File: config.mk
export PLATFORM = sky130hd
export DESIGN_NAME = dcache_flush_ctrl
export DESIGN_NICKNAME = d
export VERILOG_FILES = /design/src/rtl/dcache_flush_ctrl_pkg.sv /design/src/rtl/dcache_flush_ctrl_wordcnt.sv /design/src/rtl/dcache_flush_ctrl.sv
export SDC_FILE = /design/constraint.sdc
export NUM_CORES = 1
export LEC_CHECK = 0
export CELL_PAD_IN_SITES_DETAIL_PLACEMENT = 0
export CELL_PAD_IN_SITES_GLOBAL_PLACEMENT = 1
export CORE_MARGIN = 2
export CORE_UTILIZATION = 40
export DETAILED_ROUTE_END_ITERATION = 6
export PLACE_DENSITY = 0.85
export SYNTH_ARGS = -nofsm -noshare
export SYNTH_HDL_FRONTEND = slang
export SYNTH_SLANG_ARGS = --single-unit
File: constraint.sdc
create_clock -name clk -period 6.1 [get_ports clk]
set_input_delay 1.22 -clock clk [delete_from_list [all_inputs] [get_ports clk]]
set_output_delay 1.22 -clock clk [all_outputs]
set_load 0.005 [all_outputs]
File: src/rtl/dcache_flush_ctrl_pkg.sv
// Shared types for the data-cache line flush/refill controller.
// State encoding and address-field helpers used by line and controller.
package dcache_flush_ctrl_pkg;

  typedef enum logic [2:0] {
    S_IDLE     = 3'd0,
    S_WB_RD    = 3'd1,
    S_WB_REQ   = 3'd2,
    S_FILL_REQ = 3'd3,
    S_FILL_WR  = 3'd4,
    S_DONE     = 3'd5
  } state_t;

  // Byte-offset bits below the word index.
  localparam int BYTE_BITS = 2;

  function automatic int tag_lsb(input int cache_addr_bits);
    return cache_addr_bits + BYTE_BITS;
  endfunction

endpackage

File: src/rtl/dcache_flush_ctrl_wordcnt.sv
// Word counter for one cache line: clear, increment, last-word flag.
// Wraps to zero after the all-ones word.
module dcache_flush_ctrl_wordcnt #(
  parameter int W = 5
) (
  input  logic         clk,
  input  logic         reset_n,
  input  logic         clr,
  input  logic         inc,
  output logic [W-1:0] cnt,
  output logic [W-1:0] nxt,
  output logic         last
);

  assign nxt  = cnt + 1'b1;
  assign last = &cnt;

  always_ff @(posedge clk or negedge reset_n) begin
    if (!reset_n) begin
      cnt <= '0;
    end else if (clr) begin
      cnt <= '0;
    end else if (inc) begin
      cnt <= nxt;
    end
  end

endmodule

File: src/rtl/dcache_flush_ctrl.sv
// Flush/refill controller for one data-cache line and the memory port.
// Optional perf counters under DCACHE_FLUSH_PERFCNT_EN.
module dcache_flush_ctrl
  import dcache_flush_ctrl_pkg::*;
#(
  parameter int DATABITS      = 32,
  parameter int ADDRBITS      = 32,
  parameter int CACHEADDRBITS = 5
) (
  input  logic                clk,
  input  logic                reset_n,
  input  logic [ADDRBITS-1:0] dcache_addr,
  input  logic                dcache_rdreq,
  input  logic                dcache_wrreq,
  output logic                dcache_stall,
  input  logic                line_miss,
  input  logic                line_dirty,
  input  logic [DATABITS-1:0] line_out,
  output logic                flush_mode,
  output logic                flush_we,
  output logic [ADDRBITS-1:0] flush_addr,
  output logic [DATABITS-1:0] flush_in,
  output logic [ADDRBITS-1:0] mem_addr,
  output logic                mem_rdreq,
  output logic                mem_wrreq,
  output logic [DATABITS-1:0] mem_wdata,
  input  logic [DATABITS-1:0] mem_rdata,
  input  logic                mem_ack
`ifdef DCACHE_FLUSH_PERFCNT_EN
  ,
  output logic [31:0]         perf_miss,
  output logic [31:0]         perf_wb
`endif
);

  localparam int TL = tag_lsb(CACHEADDRBITS);
  localparam int TW = ADDRBITS - TL;

  typedef logic [CACHEADDRBITS-1:0] idx_t;

  state_t         state;
  logic [TW-1:0]  new_tag;
  logic [TW-1:0]  old_tag;
  logic [TW-1:0]  req_tag;
  logic           tag_valid;
  logic           miss_req;
  logic           wb_need;
  logic           cnt_clr;
  logic           cnt_inc;
  idx_t           cnt;
  idx_t           cnt_nxt;
  logic           last;
  logic           unused_addr;

  assign req_tag     = dcache_addr[ADDRBITS-1:TL];
  assign unused_addr = ^dcache_addr[TL-1:0];
  assign miss_req    = (dcache_rdreq | dcache_wrreq) & line_miss;
  assign wb_need     = line_dirty & tag_valid;

  assign dcache_stall = (state != S_IDLE) | miss_req;

  assign cnt_clr = (state == S_IDLE) & miss_req;
  assign cnt_inc = ((state == S_WB_REQ) & mem_ack)
                 | (state == S_FILL_WR);

  dcache_flush_ctrl_wordcnt #(
    .W(CACHEADDRBITS)
  ) u_wordcnt (
    .clk     (clk),
    .reset_n (reset_n),
    .clr     (cnt_clr),
    .inc     (cnt_inc),
    .cnt     (cnt),
    .nxt     (cnt_nxt),
    .last    (last)
  );

  function automatic logic [ADDRBITS-1:0] waddr(
    input logic [TW-1:0] t,
    input idx_t          c
  );
    return {t, c, 2'b00};
  endfunction

  // Outputs are registered for the state being entered.
  always_ff @(posedge clk or negedge reset_n) begin
    if (!reset_n) begin
      state      <= S_IDLE;
      new_tag    <= '0;
      old_tag    <= '0;
      tag_valid  <= 1'b0;
      flush_mode <= 1'b0;
      flush_we   <= 1'b0;
      flush_addr <= '0;
      flush_in   <= '0;
      mem_addr   <= '0;
      mem_rdreq  <= 1'b0;
      mem_wrreq  <= 1'b0;
      mem_wdata  <= '0;
    end else begin
      unique case (state)
        S_IDLE: begin
          if (miss_req) begin
            new_tag    <= req_tag;
            flush_mode <= 1'b1;
            if (wb_need) begin
              state      <= S_WB_RD;
              flush_addr <= waddr(old_tag, '0);
            end else begin
              state     <= S_FILL_REQ;
              mem_rdreq <= 1'b1;
              mem_addr  <= waddr(req_tag, '0);
            end
          end
        end
        S_WB_RD: begin
          state     <= S_WB_REQ;
          mem_wrreq <= 1'b1;
          mem_addr  <= waddr(old_tag, cnt);
          mem_wdata <= line_out;
        end
        S_WB_REQ: begin
          if (mem_ack) begin
            mem_wrreq <= 1'b0;
            if (last) begin
              state     <= S_FILL_REQ;
              mem_rdreq <= 1'b1;
              mem_addr  <= waddr(new_tag, '0);
            end else begin
              state      <= S_WB_RD;
              flush_addr <= waddr(old_tag, cnt_nxt);
            end
          end
        end
        S_FILL_REQ: begin
          if (mem_ack) begin
            state      <= S_FILL_WR;
            mem_rdreq  <= 1'b0;
            flush_in   <= mem_rdata;
            flush_we   <= 1'b1;
            flush_addr <= waddr(new_tag, cnt);
          end
        end
        S_FILL_WR: begin
          flush_we <= 1'b0;
          if (last) begin
            state <= S_DONE;
          end else begin
            state     <= S_FILL_REQ;
            mem_rdreq <= 1'b1;
            mem_addr  <= waddr(new_tag, cnt_nxt);
          end
        end
        S_DONE: begin
          state      <= S_IDLE;
          flush_mode <= 1'b0;
          old_tag    <= new_tag;
          tag_valid  <= 1'b1;
        end
        default: state <= S_IDLE;
      endcase
    end
  end

`ifdef DCACHE_FLUSH_PERFCNT_EN
  always_ff @(posedge clk or negedge reset_n) begin
    if (!reset_n) begin
      perf_miss <= '0;
      perf_wb   <= '0;
    end else if (cnt_clr) begin
      perf_miss <= perf_miss + 32'd1;
      if (wb_need) begin
        perf_wb <= perf_wb + 32'd1;
      end
    end
  end
`endif

endmodule

==> results.cfg <==
[global_route]
grt_max_degree = 94
grt_pass1_vias = 6208
grt_pass1_wl_um = 34500
grt_antenna_before_repair = 0
grt_usage_pct = 18.4
grt.overflow.total = 0

[synthesis]
yosysSeqAreaShare_pct = 52.0
ys_types = 50
synth_most_common_cell = dfrtp_1
yosys.area.top_type_share_pct = 52.0
synth_area_leader_cell = dfrtp_1
synthArstFlopShare_pct = 100
synth_fa_ha_area_share_pct = 0.389
synth-simple-area-share_pct = 6.23
synth_xor_area_share_pct = 0.292
yosys-top-cells-area = dfrtp_1, mux2_2, mux2i_1, mux2_4, o221ai_1
synthTopCellsByCount = dfrtp_1, mux2_2, mux2i_1, nor2_1
ys_warn_count = 0
synth_top_family_by_area = multiplexers
netlist_area_um2 = 9000
postSynthAreaPerCell_um2 = 13.3
synth_edf_count = 0
synth_seq_cells = 187
synth_compound_area_share_pct = 4.87
muxShareOfSynthArea_pct = 32.0
synth_flop_cell = dfrtp_1
synth_cells = 678

[setup_path]
cp-end-kind = output pin
crit_family = buffers and inverters
cp_max_fo = 8
critPathKind = input port to output pin
required_ns = 4.88
slowest_delay_ns = 0.54
cp-start-kind = input port
cp.arrival_ns = 3.13
critPathSlowestCell = nor3b_4
cp_common_cell = clkdlybuf4s50_1
critPathBufInv = 3
crit_path_cell_trace = clkdlybuf4s50_1 > o21ai_1 > nor3b_4 > inv_1 > clkdlybuf4s50_1

[place]
place_congestion = 0.732
pre_cts_slack_ns = 1.73
hpwlAfterDp_um = 13900
numPortBuffers = 224

[power_and_ir_drop]
p_per_area_nw_per_um2 = 539
peakVddDrop_v = 0.000235
total_power_w = 0.00647
power.leakage_nw = 5.11

[timing]
max_slew_margin_pct = 37.6
slew_viol_final = 0
fin_tns_setup_ns = 0
final_hold_viol_count = 0
skew_ns = 0.0104
rsz0062_at_grt = false
finalCriticalPeriod_ns = 4.35
final-setup-viol-count = 0
worstMarginPinSlew_ns = 0.937
post-route-period-util_pct = 71.3
max_freq_ghz = 0.230
finalWorstSetupSlack_ns = 1.75

[floorplanning]
die_w_um = 154
die_area_um2 = 23700
top_level_ports = 236
initial_core_util_pct = 41.0
row_count = 54
coreArea_um2 = 22000
die_y_um = 154

[cts]
ctsResizeCount = 0
cts_max_level = 4
postCtsSetupBuffers = 0
cts_buffers = 17
insertion_delay_ns = 0.43
cts_buffer_depth = 2
cts.clk_slew.worst_paths_ns = 0.07
cts_root_buffer = clkbuf_16
cts_hold_buf = 0
cts_tree = built
cts_num_sinks = 187

[status]
status = complete, no violations

[drt]
wl_um = 21500
first_pass_iters = 4
drt-initial-drc-count = 258
wire_per_inst_um = 18.2
vias = 6045
final_antenna_net_count = 0
vias_per_cell = 5.13
drc_errors = 0

[layout]
area_growth_pct = 33.5
diodes = 0
regArea_um2 = 4690
fillers = 1872
finalNetCount = 991
multi_input_comb_area_um2 = 3970
drive_gt1_share_pct = 24.9

[job]
max-cap-violations = 0

[worst_hold_path]
hp-class = register to register
-- path summary, 6_finish.rpt --
path	startpoint	endpoint	slack [ns]	depth (start not counted)
max	dcache_wrreq	dcache_stall	1.75	5
max reg2reg	state[1]	flush_addr[29]	2.89	5
min in group asynchronous	reset_n	flush_addr[18]	0.86	1
min reg2reg	mem_rdreq	mem_rdreq	0.50	1
max in group asynchronous	reset_n	flush_in[26]	4.03	2
min	mem_rdreq	mem_rdreq	0.50	1
-- kinds of logic (layout without fill, tap and decap cells) --
family | after synthesis | after routing
buffers and inverters | 76 | 294
DFF | 187 | 187
other | 1 | 4
xor gates and xnor gates | 3 | 3
muxes | 253 | 253
adders and majority gates | 3 | 3
and+or+nand+nor | 100 | 100
AOI/OAI and AO/OA | 55 | 55
-- through the flow --
stage / hold WS [ns] / cells / utilization (%) / cell area (um^2)
after global routing: 0.519 / 1179 / 54.7 / 12000
final: 0.503 / 1179 / 54.7 / 12000
after global placement: 0.485 / 1147 / 52.1 / 11400
after detailed placement: 0.492 / 1147 / 52.1 / 11400
after CTS: 0.509 / 1179 / 54.7 / 12000
after floorplan: 0.457 / 681 / - / 9010
-- where the power goes --
group / switching, W / total (W) / internal, W
logic: 0.00117 / 0.00305 / 0.00188
clock network: 0.000530 / 0.00111 / 0.000580
registers: 0.000471 / 0.00231 / 0.00184
-- worst reg2reg max path, stage by stage (launching register included) --
cell and delay, ns:
dfrtp_4 1.01, or2_1 0.50, nor3b_4 0.16, nor3_4 0.51, buf_4 0.53, mux2_4 0.39
-- layout make-up --
class | count | share of cell area, %
clock buffer | 17 | 3.54
inverter | 26 | 0.812
multi-input combinational | 418 | 33.0
tap | 280 | 2.92
sequential | 187 | 39.0
timing repair buffer | 236 | 19.4
clock inverter | 15 | 1.30
-- layout by cell type, fill, tap and decap left out, drive strengths merged, types with 3 or more instances in the layout --
cell type      synthesis  layout
clkinv                 0       3
dfrtp                187     187
nor2b                  4       4
o21ai                  6       6
nand3b                 4       4
clkdlybuf4s50          0     223
nand2                  8       8
clkinvlp               0       3
mux2i                 76      76
mux2                 177     177
a31oi                  3       3
nand2b                34      34
buf                   34      12
o221ai                25      25
inv                   26      34
nor2                  37      37
conb                   1       4
clkbuf                16      18
a22o                   3       3
a21oi                  6       6
-- metal layers --
| metal | share of wire, % | track usage, % | vias to the layer above |
|---|---|---|---|
| met5 | 0 | 0 | - |
| met4 | 2.8 | 7.12 | 0 |
| met3 | 3.9 | 3.38 | 38 |
| met2 | 48 | 30.2 | 161 |
| met1 | 45 | 24.3 | 3019 |
| li1 | - | - | 2827 |
-- registers in the layout, indices dropped and copies added (netlist names) --
register	cells
state	3
u_wordcnt.cnt	5
flush_mode	1
mem_wrreq	1
new_tag	25
flush_we	1
mem_rdreq	1
old_tag	25
tag_valid	1
flush_addr	30
mem_addr	30
flush_in	32
mem_wdata	32
(Power assumes the default switching activity.)
